--- src/rtl/vxe_vpu_prod_eu_fetch_pkg.sv ---
// Shared VPU constants for the product execution unit operand fetch stage.
package vxe_vpu_prod_eu_fetch_pkg;

    localparam int unsigned WADDR_W = 37;
    localparam int unsigned ELEM_W  = 32;

    localparam logic [1:0] LANE_LO   = 2'b01;
    localparam logic [1:0] LANE_HI   = 2'b10;
    localparam logic [1:0] LANE_BOTH = 2'b11;

endpackage

--- src/rtl/vxe_vpu_fifo.sv ---
// Parameterised synchronous FIFO with occupancy count; caller never pushes when full or pops when empty.
module vxe_vpu_fifo #(
    parameter int unsigned DEPTH = 4,
    parameter int unsigned W     = 8
) (
    input  logic                         clk,
    input  logic                         rst,
    input  logic                         push,
    input  logic [W-1:0]                 wdata,
    input  logic                         pop,
    output logic [W-1:0]                 rdata,
    output logic [$clog2(DEPTH+1)-1:0]   count
);

    localparam int unsigned PW = $clog2(DEPTH);
    localparam int unsigned CW = $clog2(DEPTH+1);

    logic [W-1:0]  mem [DEPTH];
    logic [PW-1:0] wptr;
    logic [PW-1:0] rptr;
    logic [CW-1:0] cnt;

    always_ff @(posedge clk) begin
        if (rst) begin
            wptr <= '0;
            rptr <= '0;
            cnt  <= '0;
        end else begin
            if (push) wptr <= wptr + PW'(1);
            if (pop)  rptr <= rptr + PW'(1);
            cnt <= cnt + CW'(push) - CW'(pop);
        end
    end

    // Storage needs no reset; pointers define validity.
    always_ff @(posedge clk) begin
        if (push) mem[wptr] <= wdata;
    end

    assign rdata = mem[rptr];
    assign count = cnt;

endmodule

--- src/rtl/vxe_vpu_prod_eu_fetch.sv ---
// VPU product EU operand fetch: credit-limited read requests, response buffering, 2-lane unpack.
// Optional error checking enabled by defining VXE_VPU_PROD_EU_FETCH_ERRCHK_EN (adds o_err).
module vxe_vpu_prod_eu_fetch
    import vxe_vpu_prod_eu_fetch_pkg::*;
#(
    parameter int unsigned DEPTH = 4,
    parameter int unsigned DW    = 64
) (
    input  logic               clk,
    input  logic               rst,
    input  logic               i_ag_valid,
    input  logic [WADDR_W-1:0] i_ag_addr,
    input  logic [1:0]         i_ag_we_mask,
    output logic               o_ag_incr,
    output logic               o_rqa_valid,
    output logic [WADDR_W-1:0] o_rqa_addr,
    input  logic               i_rqa_rdy,
    input  logic               i_rss_valid,
    input  logic [DW-1:0]      i_rss_data,
    output logic               o_elem_valid,
    output logic [ELEM_W-1:0]  o_elem,
    input  logic               i_elem_rdy,
    output logic               o_busy
`ifdef VXE_VPU_PROD_EU_FETCH_ERRCHK_EN
    ,
    output logic               o_err
`endif
);

    localparam int unsigned CW = $clog2(DEPTH+1);

    logic [CW-1:0] mcnt;
    logic [CW-1:0] dcnt;
    logic [1:0]    hmask;
    logic [DW-1:0] hdata;
    logic          phase;
    logic          hi_sel;
    logic          last_lane;
    logic          skip;
    logic          rss_push;
    logic          pop;
    logic          elem_hs;

    vxe_vpu_fifo #(.DEPTH(DEPTH), .W(2)) u_mask_fifo (
        .clk   (clk),
        .rst   (rst),
        .push  (o_ag_incr),
        .wdata (i_ag_we_mask),
        .pop   (pop),
        .rdata (hmask),
        .count (mcnt)
    );

    vxe_vpu_fifo #(.DEPTH(DEPTH), .W(DW)) u_data_fifo (
        .clk   (clk),
        .rst   (rst),
        .push  (rss_push),
        .wdata (i_rss_data),
        .pop   (pop),
        .rdata (hdata),
        .count (dcnt)
    );

    // Credit, lane selection and pop control.
    always_comb begin
        o_rqa_valid  = i_ag_valid && (mcnt < CW'(DEPTH));
        o_rqa_addr   = i_ag_addr;
        o_ag_incr    = o_rqa_valid && i_rqa_rdy;
        o_busy       = i_ag_valid || (mcnt != '0);
        hi_sel       = phase || !(|(hmask & LANE_LO));
        last_lane    = hi_sel || !(|(hmask & LANE_HI));
        o_elem       = hi_sel ? hdata[DW-1:ELEM_W] : hdata[ELEM_W-1:0];
        skip         = 1'b0;
        o_elem_valid = (dcnt != '0);
        rss_push     = i_rss_valid;
`ifdef VXE_VPU_PROD_EU_FETCH_ERRCHK_EN
        skip         = (dcnt != '0) && (hmask == 2'b00);
        o_elem_valid = (dcnt != '0) && !skip;
        rss_push     = i_rss_valid && (dcnt != mcnt);
`endif
        elem_hs      = o_elem_valid && i_elem_rdy;
        pop          = (elem_hs && last_lane) || skip;
    end

    // Phase returns to the entry's first lane whenever the head entry retires.
    always_ff @(posedge clk) begin
        if (rst) begin
            phase <= 1'b0;
        end else if (elem_hs) begin
            phase <= !last_lane;
        end
    end

`ifdef VXE_VPU_PROD_EU_FETCH_ERRCHK_EN
    always_ff @(posedge clk) begin
        if (rst) begin
            o_err <= 1'b0;
        end else if ((i_rss_valid && (dcnt == mcnt)) || (o_ag_incr && (i_ag_we_mask == 2'b00))) begin
            o_err <= 1'b1;
        end
    end
`endif

endmodule

--- config.mk ---
export PLATFORM = sky130hd
export DESIGN_NAME = vxe_vpu_prod_eu_fetch
export DESIGN_NICKNAME = d
export VERILOG_FILES = /design/src/rtl/vxe_vpu_prod_eu_fetch_pkg.sv /design/src/rtl/vxe_vpu_fifo.sv /design/src/rtl/vxe_vpu_prod_eu_fetch.sv
export SDC_FILE = /design/constraint.sdc
export NUM_CORES = 1
export LEC_CHECK = 0
export ABC_AREA = 1
export CELL_PAD_IN_SITES_DETAIL_PLACEMENT = 1
export CELL_PAD_IN_SITES_GLOBAL_PLACEMENT = 2
export CORE_UTILIZATION = 32
export CTS_CLUSTER_SIZE = 30
export DETAILED_ROUTE_END_ITERATION = 12
export PLACE_DENSITY_LB_ADDON = 0.05
export SLEW_MARGIN = 20
export SYNTH_ARGS = -nofsm -noshare
export SYNTH_HDL_FRONTEND = slang
export SYNTH_SLANG_ARGS = --single-unit
export TNS_END_PERCENT = 100
--- constraint.sdc ---
create_clock -name clk -period 2.35 [get_ports clk]
set_clock_uncertainty 0.1 [all_clocks]
set_input_delay 0.3525 -clock clk [delete_from_list [all_inputs] [get_ports clk]]
set_output_delay 0.3525 -clock clk [all_outputs]
set_load 0.1 [all_outputs]
==> flow_summary.ini <==
[layout]
layout-drive-gt1-share_pct = 25.1
final_core_util_pct = 45.4
layout_common_cells = 264 x edfxtp_1, 237 x nor2_1, 74 x o21ai_1, 72 x o21ai_0, 71 x clkdlybuf4s50_1
area_growth_pct = 39.9
final_net_count = 1208
layout_commonest_cell = edfxtp_1
fin_area_um2 = 16100

[clocking]
cts_root_buf = clkbuf_16
h-tree-depth = 1
cts_buffers = 31
holdBufCountCts = 0
clock_latency_ns = 0.55
cts_tree = done
clock-sinks = 283
clkSlewWorstSetupHoldPaths_ns = 0.06
clk_path_buf_depth = 3

[global_routing]
grt_pass1_vias = 7775
met1_usage_pct = 21.2
grt_pass1_wl_um = 46100
grt-ovfl-total = 0
grt_max_degree = 50
busiest_layer = met2
antenna_found_initial = 3
global_route.usage.met3_pct = 3.14
use_met2_pct = 29.8
grt_use_total_pct = 16.8

[detailed_routing]
ant_nets = 0
routed_via_density = 4.72
vias = 7415
dr.pass1.iters = 4
routed_wl_um = 31200
wl_per_cell_um = 19.9
remaining_drc_errors = 0
drt-initial-drc-count = 300

[placement]
dp.final_hpwl_um = 16800
portBuffers = 107
routabilityCongestion = 0.688
pre_cts_ws_ns = -0.0226
placed_area_um2 = 13900

[floorplan]
coreArea_um2 = 35500
die_x_um = 192
die_h_um = 192
dieArea_um2 = 36800
start_util_pct = 32.5
ios = 182
fp-row-count = 69

[worst_setup_path]
worstPathArrival_ns = 2.12
end_kind = output port
slowest_stage = dfxtp_4
crit_family = buffers and inverters
path_cells = inv_4 -> nand2_2 -> nand3_2 -> nand2_2 -> nand2_4 -> buf_12 -> clkbuf_16 -> buf_8 -> a31oi_4 -> buf_12
required_ns = 1.90
crit_type = flip-flop to output port
critical_path.max_fanout = 7
start_kind = flip-flop
cpPeakStageDelay_ns = 0.38
critPathBufInv = 5

[synthesis]
synth_nets = 1071
synthFlopType = edfxtp_1
syn_avg_cell_area_um2 = 12.2
synth-seq-area-share_pct = 72.1
synth_seq_cells = 283
syn_inst = 948
syn_area_um2 = 11500
synth_cell_type_count = 22
synth_edf_count = 264
ys_warn_count = 0
async_reset_ff_share_pct = 0

[worst_hold_path]
min-delay-start = i_rss_data[25]
hold_path_class = input port to flip-flop

[power_and_ir_drop]
p_seq_share_pct = 28.4
sw_frac_of_total_pct = 39.4
ir_drop_mv = 1.20
clock_power_share_pct = 22.9
p_leak_nw = 5.62
p_sw_mw = 8.26
power.share.combinational_pct = 48.8
p_total_mw = 20.9
power_density_nw_per_um2 = 1300
p_int_mw = 12.7

[timing]
fin_ws_ns = -0.223
fmax_mhz = 389
post-route-period-util_pct = 109
rsz0062_at_grt = true
drv_slew = 0
layout_min_cycle_time_ns = 2.57
tightest_slew_ns = 0.361
whs_ns = 0.337
setup_viol = 32
hold_viol = 0
max-slew-margin-rel_pct = 75.7

[run_status]
violations = negative setup slack
status = complete, but fails checks

[run]
cap_violations = 0
## routing by layer
metal,routed length (µm),vias up
met5,17,-
met4,420,4
met3,1390,40
met2,15600,117
met1,13800,3685
li1,-,3569
## repair_timing
action | in CTS | in global routing
endpoints found under the setup margin | 33 | 35
pin swaps | 14 | 22
gates cloned | 13 | 9
resized for setup | 101 | 95
buffers inserted | 27 | 2
## cell type report
type	instances	area, µm²
antenna	1	2.50
clock buffer	40	892
clock inverter	17	129
fill	3580	19400
inverter	45	209
multi-input combinational	534	3170
sequential	283	8320
tap	461	577
timing repair buffer	188	2790
timing repair inverter	2	20.0
## power by group through the flow
stage                     logic [mW]  clock network (mW)  registers [mW]
after floorplan                 5.84                   0            6.00
after global placement          8.45                   0            6.04
after detailed placement        8.46                   0            6.05
after CTS                       9.94                4.92            5.92
after global routing            10.8                5.11            5.97
final                           10.2                4.79            5.94
## synthesized netlist by cell type, types with 2 or more instances
master | number | share of area, %
a31oi_1 | 32 | 1.7
o21ai_1 | 25 | 1.1
o21ai_0 | 142 | 6.2
buf_6 | 9 | 0.88
nand2_1 | 24 | 0.78
clkbuf_1 | 19 | 0.62
inv_1 | 43 | 1.4
dfxtp_1 | 19 | 3.3
buf_4 | 44 | 2.9
edfxtp_1 | 264 | 69
nor2_1 | 276 | 9.0
inv_2 | 2 | 0.065
fa_1 | 2 | 0.35
buf_2 | 13 | 0.56
nand3_1 | 7 | 0.30
a21oi_1 | 10 | 0.43
ha_1 | 12 | 1.3
## metrics by stage
step           TNS (ns)  std cells
6_report          -5.43       1571
5_1_grt           -9.34       1570
4_1_cts           -7.24       1563
3_5_place_dp    -0.0226       1466
3_3_place_gp   -0.00340       1466
2_1_floorplan    -0.390        948
## sequential cells by signal, indices dropped and copies added (netlist names), named ones only
| register | count |
|---|---|
| u_data_fifo.count | 3 |
| phase | 1 |
| u_data_fifo.mem | 256 |
| u_mask_fifo.count | 3 |
| u_mask_fifo.mem | 8 |
| u_data_fifo.wptr | 2 |
| u_mask_fifo.wptr | 2 |
| u_data_fifo.rptr | 2 |
| u_mask_fifo.rptr | 2 |
## path summary, 6_finish.rpt
path / endpoint / slack, ns / cells past startpoint
setup / recovery: o_elem[17] / -0.22 / 10
hold / removal: u_data_fifo.mem[2][25]$_DFFE_PP_ / 0.34 / 1
setup reg to reg: u_mask_fifo.count[2]$_SDFF_PP0_ / 0.02 / 16
hold reg to reg: u_data_fifo.rptr[0]$_SDFFE_PP0P_ / 0.39 / 2
## worst reg2reg max path, cell delays in order (launching register included)
cell	delay [ns]
dfxtp_4	0.38
inv_4	0.05
nand2_2	0.06
nand3_2	0.07
nand2_2	0.09
buf_4	0.11
buf_4	0.09
nand3_2	0.08
nand2_1	0.07
inv_1	0.06
ha_1	0.27
inv_1	0.04
ha_1	0.18
fa_1	0.35
inv_1	0.07
o21ai_0	0.08
a21oi_1	0.12
## cells by family after synthesis
group,after synthesis,share of synthesized area [%]
simple gates,309,10.2
flops,283,72.1
compound gates,209,9.43
buf+inv,131,6.44
fa+ha+maj,14,1.65
xor+xnor,2,0.152
No activity file was read; power rests on OpenSTA's default activity.
